[src/rtl/ntr_pkg.sv]
// ntr_pkg: shared definitions for the NTR cartridge bus blocks.
//   - ntr_state_e       : responder FSM states
//   - NTR_CMD_BYTES     : command phase length in bus clocks
//   - NTR_CMD_READ      : default command byte 0 that requests a response
//   - NTR_*_IDLE_LEVEL  : pin levels of an idle bus (clock parked high,
//                         chip select deasserted)
package ntr_pkg;

   typedef enum logic [2:0] {
      ST_IDLE   = 3'd0,
      ST_CMD    = 3'd1,
      ST_IGNORE = 3'd2,
      ST_SEND   = 3'd3,
      ST_DONE   = 3'd4
   } ntr_state_e;

   localparam int         NTR_CMD_BYTES      = 8;
   localparam logic [7:0] NTR_CMD_READ       = 8'hB7;
   localparam logic       NTR_CLK_IDLE_LEVEL = 1'b1;
   localparam logic       NTR_CS1_IDLE_LEVEL = 1'b1;

endpackage

[src/rtl/ntr_edge_sync.sv]
// ntr_edge_sync: multi-flop synchronizer for one raw bus pin followed by a
// registered edge detector.
//   clk  in  system clock
//   rst  in  synchronous, active-high reset (chain loads IDLE_LEVEL)
//   din  in  raw asynchronous pin
//   rise out one-clk pulse, STAGES+1 clk after a raw rising edge
//   fall out one-clk pulse, STAGES+1 clk after a raw falling edge
module ntr_edge_sync #(
   parameter int   STAGES     = 2,
   parameter logic IDLE_LEVEL = 1'b1
) (
   input  logic clk,
   input  logic rst,
   input  logic din,
   output logic rise,
   output logic fall
);

   logic [STAGES-1:0] chain;
   logic              prev;

   always_ff @(posedge clk) begin
      if (rst) begin
         // Reset to the idle bus level so leaving reset on an idle bus
         // produces no spurious edge.
         chain <= {STAGES{IDLE_LEVEL}};
         prev  <= IDLE_LEVEL;
         rise  <= 1'b0;
         fall  <= 1'b0;
      end else begin
         chain <= {chain[STAGES-2:0], din};
         prev  <= chain[STAGES-1];
         rise  <= chain[STAGES-1] & ~prev;
         fall  <= ~chain[STAGES-1] & prev;
      end
   end

endmodule

[src/rtl/ntr_responder.sv]
// ntr_responder: card-to-host transmit path of the NTR bus.
// Captures command byte 0 of each CS1-framed transaction and, when it equals
// RESP_CMD, drives RESP_LEN bytes from a local byte source, one per host
// ntr_clk cycle after the command phase. Everything runs on clk; the raw bus
// pins are oversampled.
//   clk, rst             system clock, synchronous active-high reset
//   ntr_clk, ntr_cs1     raw host clock and active-low chip select
//   ntr_data_in          raw bus data (only command byte 0 is used)
//   src_data/valid/ready response byte source
//   ntr_data_out/oe      pad data and output enable
//   busy                 transaction in progress
//   underrun             sticky: a byte was needed with no source data
//   byte_count           response bytes presented this transaction
//   state_dbg            current FSM state (ntr_state_e encoding)
//
// Source handshake: src_valid says src_data holds a byte; src_ready is a
// single-cycle strobe raised only in the cycle a byte is latched onto the
// bus, and it is qualified by src_valid, so a byte is consumed exactly when
// src_valid && src_ready at a rising clk edge. It is never raised during rst.
module ntr_responder
   import ntr_pkg::*;
#(
   parameter int         RESP_LEN    = 4,
   parameter logic [7:0] RESP_CMD    = NTR_CMD_READ,
   parameter int         SYNC_STAGES = 2,
   parameter logic [7:0] FILL_BYTE   = 8'hFF
) (
   input  logic        clk,
   input  logic        rst,
   input  logic        ntr_clk,
   input  logic        ntr_cs1,
   input  logic [7:0]  ntr_data_in,
   input  logic [7:0]  src_data,
   input  logic        src_valid,
   output logic        src_ready,
   output logic [7:0]  ntr_data_out,
   output logic        ntr_data_oe,
   output logic        busy,
   output logic        underrun,
   output logic [11:0] byte_count,
   output logic [2:0]  state_dbg
);

   // 13 bits so a RESP_LEN of 4096 is reachable without wrapping.
   localparam logic [12:0] LEN      = 13'(RESP_LEN);
   localparam logic [3:0]  CMD_LAST = 4'(NTR_CMD_BYTES - 1);

   logic       clk_rise, clk_fall, cs_rise, cs_fall;
   logic [7:0] data_sync [SYNC_STAGES];

   ntr_state_e  state;
   logic [3:0]  cmd_cnt;
   logic [7:0]  cmd0;
   logic [12:0] cnt;
   logic        last_sent;
   logic        want_byte;

   ntr_edge_sync #(.STAGES(SYNC_STAGES), .IDLE_LEVEL(NTR_CLK_IDLE_LEVEL)) u_clk_sync (
      .clk (clk), .rst (rst), .din (ntr_clk), .rise (clk_rise), .fall (clk_fall)
   );

   ntr_edge_sync #(.STAGES(SYNC_STAGES), .IDLE_LEVEL(NTR_CS1_IDLE_LEVEL)) u_cs1_sync (
      .clk (clk), .rst (rst), .din (ntr_cs1), .rise (cs_rise), .fall (cs_fall)
   );

   // Plain data synchronizer; the host holds data for the whole clock high
   // phase, so it is settled when the (later) rise pulse samples it.
   always_ff @(posedge clk) begin
      if (rst) begin
         for (int i = 0; i < SYNC_STAGES; i++) data_sync[i] <= 8'h00;
      end else begin
         data_sync[0] <= ntr_data_in;
         for (int i = 1; i < SYNC_STAGES; i++) data_sync[i] <= data_sync[i-1];
      end
   end

   assign last_sent = (cnt == LEN);

   // A chip-select pulse in the same cycle takes priority over the clock edge.
   assign want_byte = (state == ST_SEND) && clk_fall && !cs_rise && !cs_fall && !last_sent;
   assign src_ready = want_byte && src_valid && !rst;

   always_ff @(posedge clk) begin
      if (rst) begin
         state        <= ST_IDLE;
         cmd_cnt      <= 4'd0;
         cmd0         <= 8'h00;
         cnt          <= 13'd0;
         underrun     <= 1'b0;
         ntr_data_oe  <= 1'b0;
         ntr_data_out <= FILL_BYTE;
      end else if (cs_rise) begin
         // Deselect abandons whatever was in progress.
         state       <= ST_IDLE;
         ntr_data_oe <= 1'b0;
      end else if (cs_fall) begin
         // Also restarts a transaction after a chip-select glitch.
         state       <= ST_CMD;
         cmd_cnt     <= 4'd0;
         cnt         <= 13'd0;
         underrun    <= 1'b0;
         ntr_data_oe <= 1'b0;
      end else begin
         case (state)
            ST_CMD: begin
               if (clk_rise) begin
                  if (cmd_cnt == 4'd0) cmd0 <= data_sync[SYNC_STAGES-1];
                  if (cmd_cnt == CMD_LAST) begin
                     state <= (cmd0 == RESP_CMD) ? ST_SEND : ST_IGNORE;
                  end else begin
                     cmd_cnt <= cmd_cnt + 4'd1;
                  end
               end
            end
            ST_SEND: begin
               if (want_byte) begin
                  ntr_data_out <= src_valid ? src_data : FILL_BYTE;
                  if (!src_valid) underrun <= 1'b1;
                  cnt         <= cnt + 13'd1;
                  ntr_data_oe <= 1'b1;
               end else if (clk_rise && last_sent) begin
                  // Host has sampled the final byte; release the pads.
                  state       <= ST_DONE;
                  ntr_data_oe <= 1'b0;
               end
            end
            default: ;  // IDLE, IGNORE, DONE wait for chip-select edges
         endcase
      end
   end

   assign busy       = (state != ST_IDLE);
   assign byte_count = cnt[12] ? 12'hFFF : cnt[11:0];
   assign state_dbg  = state;

endmodule

[config.mk]
export PLATFORM = sky130hd
export DESIGN_NAME = ntr_responder
export DESIGN_NICKNAME = d
export VERILOG_FILES = /design/src/rtl/ntr_pkg.sv /design/src/rtl/ntr_edge_sync.sv /design/src/rtl/ntr_responder.sv
export SDC_FILE = /design/constraint.sdc
export NUM_CORES = 1
export LEC_CHECK = 0
export CORE_MARGIN = 2
export CORE_UTILIZATION = 29
export CTS_BUF_LIST = sky130_fd_sc_hd__clkbuf_4 sky130_fd_sc_hd__clkbuf_8 sky130_fd_sc_hd__clkbuf_16
export DETAILED_ROUTE_END_ITERATION = 10
export GPL_TIMING_DRIVEN = 1
export PLACE_DENSITY = 0.5
export REMOVE_ABC_BUFFERS = 1
export SYNTH_ARGS = -nofsm -noshare
export SYNTH_HDL_FRONTEND = slang
export SYNTH_HIERARCHICAL = 1
export SYNTH_SLANG_ARGS = --single-unit
[constraint.sdc]
create_clock -name clk -period 5.6 [get_ports clk]
set_input_delay 0.84 -clock clk [delete_from_list [all_inputs] [get_ports clk]]
set_output_delay 0.84 -clock clk [all_outputs]
set_load 0.01 [all_outputs]
======== Yosys cells after proc, flatten, opt, wreduce, memory -nomap -nowiden ========
Memories as Yosys holds them, arrays and structs flattened. A register that Yosys moved wholly into a read port is not among the register bits.
Index checks and enable logic that the tools add are counted.
word-level totals
  register bits ........................... 40
  bits in latches ......................... 0
  bits in writable memories ............... 16
  ROM bits ................................ 0
  input port bits ......................... 21
  output and inout bits ................... 27
  logic and storage cells ................. 102
  memories kept ........................... 1
cells by class
  add/subtract/negate cells ............... 2
  multipliers ............................. 0
  div/mod/pow operators ................... 0
  magnitude comparators ................... 0
  equality and inequality tests ........... 15
  shift operators ......................... 0
  muxes and demuxes ....................... 27
  bitwise logic cells ..................... 12
  reduce and logical (&&, ||, !) cells .... 30
memories
  name       depth  bits a word  rd ports  clocked after memory_dff  write ports  line                 source
  data_sync  2      8            2         1                         2            ntr_responder.sv:49  logic [7:0] data_sync [SYNC_STAGES];
operators with widths
  cell                   number
  $mux 13                3
  $mux 8                 3
  $mux 4                 4
  $reduce_and 5->1       3
  $add 13x1->13 const B  1
  $eq 13x3->1 const B    1
  $mux 12                1
  $mux 3                 4
  $reduce_and 4->1       3
  $reduce_bool 2->1      6
  $mux 1                 11
  $eq 8x8->1 const B     1
  $ne 2x1->1 const B     4
  $logic_and 1x1->1      7
  $ne 3x1->1 const B     2
  $ne 3x2->1 const B     2
  $not 1->1              6
  $pmux 3 s2             1
  $reduce_bool 3->1      2
  $add 4x1->4 const B    1
  $and 1x1->1            4
  $eq 4x3->1 const B     1
  $logic_not 1->1        4
  $logic_not 4->1        1
  other kinds (8)        10

======== Longest topological paths before layout ========
Gate-level depths: netlist (run 1).
  depth after elaboration ................. 8
  depth in mapped cells ................... 8
  depth with buffers taken out ............ 6

======== Cells and area by module ========
Netlist (run 1), hierarchy kept.
by module, submodules not included
  module         times used  cells each  area each (um^2)  sequential area each (um^2)
  ntr_responder  1           256         2368.5            1081.0
  ntr_edge_sync  2           10          133.9             100.1

======== Worst setup path after synthesis (run 1) ========
Ideal clock, no wire load.
  kind .................................... reg2out
  start ................................... register cnt[0]
  end ..................................... output src_ready
  arrival ................................. 1.644 ns
  required time ........................... 4.760 ns
  slack ................................... 3.116 ns
  cell stages (with the launch flop) ...... 8
  buffers on the path ..................... 1
  cell sequence ........................... dfxtp_1 -> inv_1 -> ha_1 -> or4bb_1 -> or3_1 -> buf_6 -> nand2_1 -> nor3b_1
between the ends
  longest elaborated chain between the ends .. 5
RTL lines
  item                             line                  source
  start: declaration               ntr_responder.sv:54   logic [12:0] cnt;
  start signal: assignment         ntr_responder.sv:119  cnt <= cnt + 13'd1;
  $eq 13x3->1                      ntr_responder.sv:77   assign last_sent = (cnt == LEN);
  $logic_not 1->1                  ntr_responder.sv:80   assign want_byte = (state == ST_SEND) && clk_fall && !cs_rise && !cs_fall && !last_sent;
  $logic_and 1x1->1                ntr_responder.sv:80
  $logic_and 1x1->1 (2 in series)  ntr_responder.sv:81   assign src_ready = want_byte && src_valid && !rst;
  end: declaration                 ntr_responder.sv:35   output logic src_ready,
No other way between the ends.

======== Worst setup path after layout (run 1) ========
Same ends and word-level chain as after synthesis.

==> results of run 1 <==
[cell usage after synthesis (2+ instances only)]
cell type,n
nor2b_1,18
or2_2,14
o21bai_1,8
xor2_1,4
inv_1,6
a211o_1,2
or3_1,6
o211ai_1,2
clkbuf_1,12
nor2_1,22
o2111ai_1,2
nor3b_1,6
mux2i_1,8
and4b_1,3
nand4b_1,3
o21ai_0,10
nor4b_1,8
nor3_1,4
a31oi_1,5
nand3_1,4
dfxtp_1,64
nand2_1,7
nand4_1,6
a21oi_1,18
or4_1,2
or2_1,6
ha_1,4
[metrics by stage]
step,instances,total power [mW],utilization
after global routing,435,0.976,0.389
after global placement,419,0.513,0.364
final,435,0.941,0.389
after floorplan,263,0.488,-
after detailed placement,419,0.513,0.364
after CTS,435,0.955,0.389
[layer usage]
metal	track usage	routed length, um	share of wire	vias to the layer above
li1	-	-	-	1089
met5	0	0	0	-
met1	0.158	2740	0.48	955
met4	0.0632	126	0.022	0
met3	0.0429	287	0.051	10
met2	0.176	2510	0.44	46
[critical path, delay by kind of cell, from the launching register on]
family / cells / cell delay, ns
buffers and inverters: 2 / 0.60
AND/OR/NAND/NOR: 4 / 1.40
flip-flops: 1 / 0.33
adder cells (fa/ha/maj): 1 / 0.14
[state kept, by name, summed over array words and instances (netlist names)]
| register | cells |
|---|---|
| data_sync | 16 |
| cnt | 13 |
| u_clk_sync/fall | 1 |
| u_cs1_sync/rise | 1 |
| u_cs1_sync/prev | 1 |
| u_clk_sync/rise | 1 |
| u_clk_sync/prev | 1 |
| cmd_cnt | 4 |
| underrun | 1 |
| u_cs1_sync/fall | 1 |
| ntr_data_out | 8 |
| cmd0 | 8 |
| ntr_data_oe | 1 |
| u_cs1_sync/chain | 2 |
| state_dbg | 3 |
| u_clk_sync/chain | 2 |
[worst max-delay path by stage]
stage,cells after the start,to
5_1_grt,7,src_ready
6_report,7,src_ready
3_3_place_gp,7,src_ready
4_1_cts,7,src_ready
2_1_floorplan,6,src_ready
3_5_place_dp,7,src_ready
[logic make-up after synthesis]
| family | count (synthesis) |
|---|---|
| XOR/XNOR | 5 |
| AND/OR/NAND/NOR | 119 |
| flip-flops | 64 |
| buffers and inverters | 19 |
| multiplexers | 8 |
| adder cells (fa/ha/maj) | 4 |
| AO/OA/AOI/OAI | 57 |
[power groups by stage]
stage	sequential [mW]	combinational (mW)	clock [mW]
final	0.466	0.0351	0.439
after global routing	0.467	0.0385	0.470
after CTS	0.466	0.0358	0.452
after detailed placement	0.477	0.0357	0
after global placement	0.477	0.0358	0
after floorplan	0.476	0.0123	0
[cell type report]
type	instances	share of cell area
clock buffers	9	0.0363
clock inverters	7	0.0283
inverters	6	0.00661
multi-input cells	193	0.374
flip-flops and latches	64	0.376
well taps	108	0.0396
repair buffers	48	0.139
==> Flow_metrics.wiki, run 1 <==
{| class="wikitable"
! Metric !! Value
|-
| Global router's overall resource usage || 0.121
|-
| Number of global-route vias before repair || around 1900
|-
| Area of combinational cells with multiple inputs || 1280 um^2
|-
| Clock input transition at the sequential cells of the worst setup and hold paths || about 0.080 ns
|-
| Standard cell core area || around 8800 um^2
|-
| Period Utilization, post-route || 0.654
|-
| Slack of the worst reg-to-reg path || 3.27 ns
|-
| Leakage power || about 1.3 nW
|-
| Portion of netlist area occupied by mux cells || 0.0304
|-
| Simple-gate share of the synthesized area || 0.280
|-
| Number of primary I/O pins || 48
|-
| Origin of the worst setup path || cnt[0]
|-
| Largest net degree at the start of global routing || 55
|-
| Category of the critical setup timing path || reg2out
|-
| Routed vias || between 2000 and 2500
|-
| CTS resizes || 0
|-
| Xor-xnor portion of the synthesized cell area || 0.0166
|-
| Cell taking the most area after synthesis || dfxtp_1
|-
| Switching power total || 0.205 mW
|-
| Number of vias per cell after detailed routing || 4.83
|-
| Initial standard-cell utilization of the core || 0.301
|-
| Power Dens Cells || around 280 nW/um^2
|-
| Number of enable flip-flop cells after synthesis || 0
|-
| Area added between synthesis and finish || 29.3%
|-
| Post-DP Area || approximately 3200 um^2
|-
| Hold_ws || approximately 0.4 ns
|-
| Count of antenna diodes in the layout || 0
|-
| Hold EP || u_clk_sync/chain[1]
|-
| Asr flop ratio synth || 0
|-
| GP Congestion || between 0.8 and 0.9
|-
| Most common cell after layout, fill and taps aside || dfxtp_1
|-
| FP Rows || 34
|-
| Hpwl dp || roughly 3.8 mm
|-
| Final instance area || 3410 um^2
|-
| Worst R2R Path Depth || 6
|-
| Number of hold violations in the final report || 0
|-
| Crit-path slowest cell || or3_1
|-
| Worst-Skew Late Latency || ~0.34 ns
|-
| Number of optimization iterations in the first detailed-route pass || 4
|-
| Adder-Cell Fraction of Synth Area || 0.0190
|-
| Main area contributors after synthesis || dfxtp_1 49%, nor2b_1 4.3%, a21oi_1 3.4%
|-
| Drc violations || 0
|-
| Max-cap check violation count || 0
|-
| Clock sink total || between 60 and 70
|-
| Highest net fanout along the worst path || 17
|-
| Proportion of layout cells with a drive suffix above 1 || 0.104
|-
| Final Critical Period || between 3 and 4 ns
|-
| Switching share of power || 0.218
|-
| Portion of total power attributed to sequential cells || 0.496
|-
| Floorplan die height || 99.3 um
|-
| Max Slew Vio Count || 0
|-
| Dominant combinational cell family by area after synthesis || simple AND/OR/NAND/NOR gates
|-
| Share of power burned in the clock network || 0.467
|-
| Layout filler cell count || 912
|-
| Hold-fix buffers at CTS || 0
|-
| Distinct cell type count of the synthesized netlist || just under 50
|-
| Final-layout setup total negative slack || 0 ns
|-
| Maximum achievable frequency || ~0.27 GHz
|-
| Overflow left after global routing || 0
|-
| Setup WS pre-CTS || ~2.3 ns
|-
| Startpoint type of the worst setup path || flop
|-
| Cell Int Power || approximately 0.74 mW
|-
| Clock Root Buffer || clkbuf_8
|-
| Average detailed-routed wire length per instance || between 10 and 15 um
|-
| Final count of negative-setup-slack endpoints || 0
|-
| Critical path cell sequence || inv_1, ha_1, or4bb_1, or3_1, nand2_1, nor3b_1, clkdlybuf4s50_1
|-
| Number of buffers added by the clock tree synthesis step || 9
|-
| CTS tree || yes
|-
| Most frequent cells in the layout || 64 x dfxtp_1, 46 x clkdlybuf4s50_1, 22 x nor2_1, 18 x nor2b_1, 18 x a21oi_1
|-
| Number of antenna violations at the first check in global routing || 0
|-
| Type of element capturing the critical path || primary output
|-
| Reg2reg start || cnt[0]
|-
| Yosys warning count || 6
|-
| # port buffers || 47
|-
| Gate Count Post-Synth || approximately 280
|-
| Required time at the endpoint of the critical path || 4.76 ns
|-
| Primary FF master, synth || dfxtp_1
|-
| Run status || finished, final reports clean
|-
| Post-CTS setup buffers || 0
|-
| Area used by sequential logic in the layout || between 1000 and 1500 um^2
|-
| Post-route ant nets || 0
|-
| Mapped Avg Cell Area || about 9.6 um^2
|-
| Wirelength, routed || 5.67 mm
|-
| Area share of the largest cell type after synthesis || 0.486
|-
| Die width || 99.3 um
|-
| Worst path max stage delay || about 0.58 ns
|-
| Max Root-Sink Buffers || 2
|-
| Synthesized-area fraction occupied by ao, oa, aoi and oai cells || 0.138
|-
| Reg2reg end || cnt[2]
|-
| Synthesized area || ~2600 um^2
|-
| Area of the die || 9870 um^2
|-
| Unrepaired setup endpoints after global routing || no
|-
| Least setup slack across all paths after layout || just under 2 ns
|-
| Actual slew at the worst max-slew pin || 0.969 ns
|-
| Number of storage elements in the synthesis netlist || 64
|-
| Global-route wire length before repair || just over 9 mm
|-
| Worst hold path depth || 1
|-
| Type of the worst min-delay path || reg2reg
|-
| Portion of the post-synthesis area used by sequential elements || 0.486
|-
| Maximum vdd drop || 0.104 mV
|-
| Combinational group share of total power || 0.037
|-
| Deepest level of the CTS H-tree || 3
|-
| Hold path startpoint || u_clk_sync/chain[0]
|-
| Net count of the finished layout || around 350
|-
| Setup clock skew after layout || 0.00718 ns
|-
| Violation count after the first detailed-route iteration || slightly below 90
|-
| Headroom to the max-slew limit || 0.349
|-
| Signal arrival time at the worst endpoint || between 2 and 3 ns
|}
No activity file was read; power rests on OpenSTA's default activity.
==> run 2: changes to the inputs <==
- PLACE_DENSITY: 0.5 -> 0.52
- clock period: 5.6 -> 3.1 ns (I/O delays scaled with it)
==> Flow_metrics.wiki, run 2 (synthesis gave the netlist of run 1 again) <==
{| class="wikitable"
! Metric !! Value
|-
| Proportion of layout cells with a drive suffix above 1 || 0.120 (+0.0161)
|-
| Final Critical Period || ~3 ns
|-
| Clock Root Buffer || clkbuf_8
|-
| Least setup slack across all paths after layout || 0.138 ns (-1.80 ns)
|-
| Die width || 99.3 um (unchanged)
|-
| Required time at the endpoint of the critical path || 2.63 ns (-2.13 ns)
|-
| Count of antenna diodes in the layout || 0 (unchanged)
|-
| Setup clock skew after layout || 0.0108 ns (+0.00364 ns)
|-
| Number of global-route vias before repair || 2035 (+7.4%)
|-
| CTS resizes || 0 (unchanged)
|-
| Post-Layout Cell Count || 441 (+1.4%)
|-
| GP Congestion || 0.778 (-3.4%)
|-
| Max Slew Vio Count || 0 (unchanged)
|-
| Most frequent cells in the layout || 64 x dfxtp_1, 46 x clkdlybuf4s50_1, 22 x nor2_1, 18 x nor2b_1, 18 x a21oi_1
|-
| Number of vias per cell after detailed routing || 4.77 (-1.2%)
|-
| Maximum achievable frequency || 0.338 GHz
|-
| Category of the critical setup timing path || reg2out
|-
| Utilization after layout || 0.395 (+0.00585)
|-
| Global router's overall resource usage || 0.126 (+0.00534)
|-
| Number of optimization iterations in the first detailed-route pass || 4 (unchanged)
|-
| Violation count after the first detailed-route iteration || 105 (+19%)
|-
| Highest net fanout along the worst path || 4 (-13)
|-
| Wirelength, routed || 5.81 mm (+2.5%)
|-
| Clock sink total || 64 (unchanged)
|-
| # port buffers || 47 (unchanged)
|-
| Unrepaired setup endpoints after global routing || no
|-
| Initial standard-cell utilization of the core || 0.301 (unchanged)
|-
| Overflow left after global routing || 0 (unchanged)
|-
| Global-route wire length before repair || 9.91 mm (+6.5%)
|-
| Largest net degree at the start of global routing || 54 (-1.8%)
|-
| Deepest level of the CTS H-tree || 3 (unchanged)
|-
| Hpwl dp || 3.95 mm (+5.0%)
|-
| Max Root-Sink Buffers || 2 (unchanged)
|-
| Setup WS pre-CTS || 0.505 ns (-1.79 ns)
|-
| Headroom to the max-slew limit || 0.476 (+0.127)
|-
| Drc violations || 0 (unchanged)
|-
| Final count of negative-setup-slack endpoints || 0 (unchanged)
|-
| Maximum vdd drop || 0.191 mV (+84%)
|-
| Number of antenna violations at the first check in global routing || 0 (unchanged)
|-
| Area added between synthesis and finish || 31.2%
|-
| Post-CTS setup buffers || 0 (unchanged)
|-
| Power Dens Cells || 496 nW/um^2 (+80%)
|-
| Actual slew at the worst max-slew pin || 0.775 ns (-0.194 ns)
|-
| Type of element capturing the critical path || primary output
|-
| Number of primary I/O pins || 48 (unchanged)
|-
| Floorplan die height || 99.3 um (unchanged)
|-
| Startpoint type of the worst setup path || flop
|-
| Average detailed-routed wire length per instance || 13.2 um (+1.1%)
|-
| Most common cell after layout, fill and taps aside || dfxtp_1
|-
| Number of hold violations in the final report || 0 (unchanged)
|-
| Routed vias || 2103 (+0.14%)
|-
| Hold_ws || 0.407 ns (+0.00276 ns)
|-
| Standard cell core area || 8760 um^2 (unchanged)
|-
| Type of the worst min-delay path || reg2reg
|-
| Hold-fix buffers at CTS || 0 (unchanged)
|-
| FP Rows || 34 (unchanged)
|-
| Signal arrival time at the worst endpoint || 2.50 ns (-0.32 ns)
|-
| Period Utilization, post-route || 0.955
|-
| CTS tree || yes
|-
| Run status || finished, final reports clean
|-
| Worst-Skew Late Latency || 0.34 ns (about the same)
|-
| Area of the die || 9870 um^2 (unchanged)
|-
| Net count of the finished layout || 353 (+1.7%)
|-
| Number of buffers added by the clock tree synthesis step || 9 (unchanged)
|-
| Post-route ant nets || 0 (unchanged)
|-
| Leakage power || 1.36 nW (+2.1%)
|-
| Largest registers || data_sync: 16 flops, cnt: 13 flops
|-
| Max-cap check violation count || 0 (unchanged)
|-
| Register containing the most flip-flops in the final layout || data_sync
|-
| Clock input transition at the sequential cells of the worst setup and hold paths || 0.07 ns (about the same)
|-
| Post-placement cell count || 425 (+1.4%)
|-
| Final-layout setup total negative slack || 0 ns (unchanged)
|-
| Largest register FFs || 16 (unchanged)
|}
-- run 2: cell count changes in the layout (fill, tap and decap cells not counted) --
| cell | change |
|---|---|
| inv_6 | +2 |
| buf_4 | +6 |
| clkinv_2 | -2 |
| clkinv_4 | -1 |
| clkinvlp_4 | +1 |
-- run 2: final timing paths --
kind / start / to / slack (ns) / cells past startpoint
min: u_clk_sync/chain[0] / u_clk_sync/chain[1] / 0.41 / 1
min reg2reg: u_clk_sync/chain[0] / u_clk_sync/chain[1] / 0.41 / 1
max: cnt[0] / src_ready / 0.14 / 7
max reg2reg: cnt[0] / cnt[2] / 0.85 / 7
-- run 2: power by group --
group          total [mW]  switching [mW]  leakage (nW)  internal, mW
Clock               0.808           0.347         0.110         0.461
Sequential          0.841         0.00499         0.521         0.836
Combinational      0.0672          0.0277         0.728        0.0395
Total                1.72           0.380          1.36          1.34
-- run 2: through the flow --
stage / instance area [um^2] / power, mW
2_1_floorplan: 2580 / 0.882
3_3_place_gp: 3230 / 0.928
3_5_place_dp: 3230 / 0.928
4_1_cts: 3460 / 1.74
5_1_grt: 3460 / 1.80
6_report: 3460 / 1.72
-- run 2: routing by layer --
| layer | global-route usage | up-vias | wire length (um) |
|---|---|---|---|
| li1 | - | 1095 | - |
| met1 | 0.165 | 966 | 2810 |
| met2 | 0.196 | 37 | 2700 |
| met3 | 0.0365 | 5 | 226 |
| met4 | 0.0516 | 0 | 65 |
| met5 | 0 | - | 0 |
-- run 2: cell type report --
cell class | count | area, um^2
clock inverter | 7 | 103
timing repair buffer | 54 | 518
sequential | 64 | 1280
tap | 108 | 135
multi-input combinational | 193 | 1280
fill | 888 | 5300
inverter | 6 | 22.5
clock buffer | 9 | 124
-- run 2: worst max-delay path: stages (launching register included) --
cell and delay [ns]:
dfxtp_1 0.33, inv_1 0.10, ha_1 0.15, or4bb_1 0.51, or3_1 0.37, nand2_1 0.15, nor3b_1 0.08, clkdlybuf4s50_1 0.48
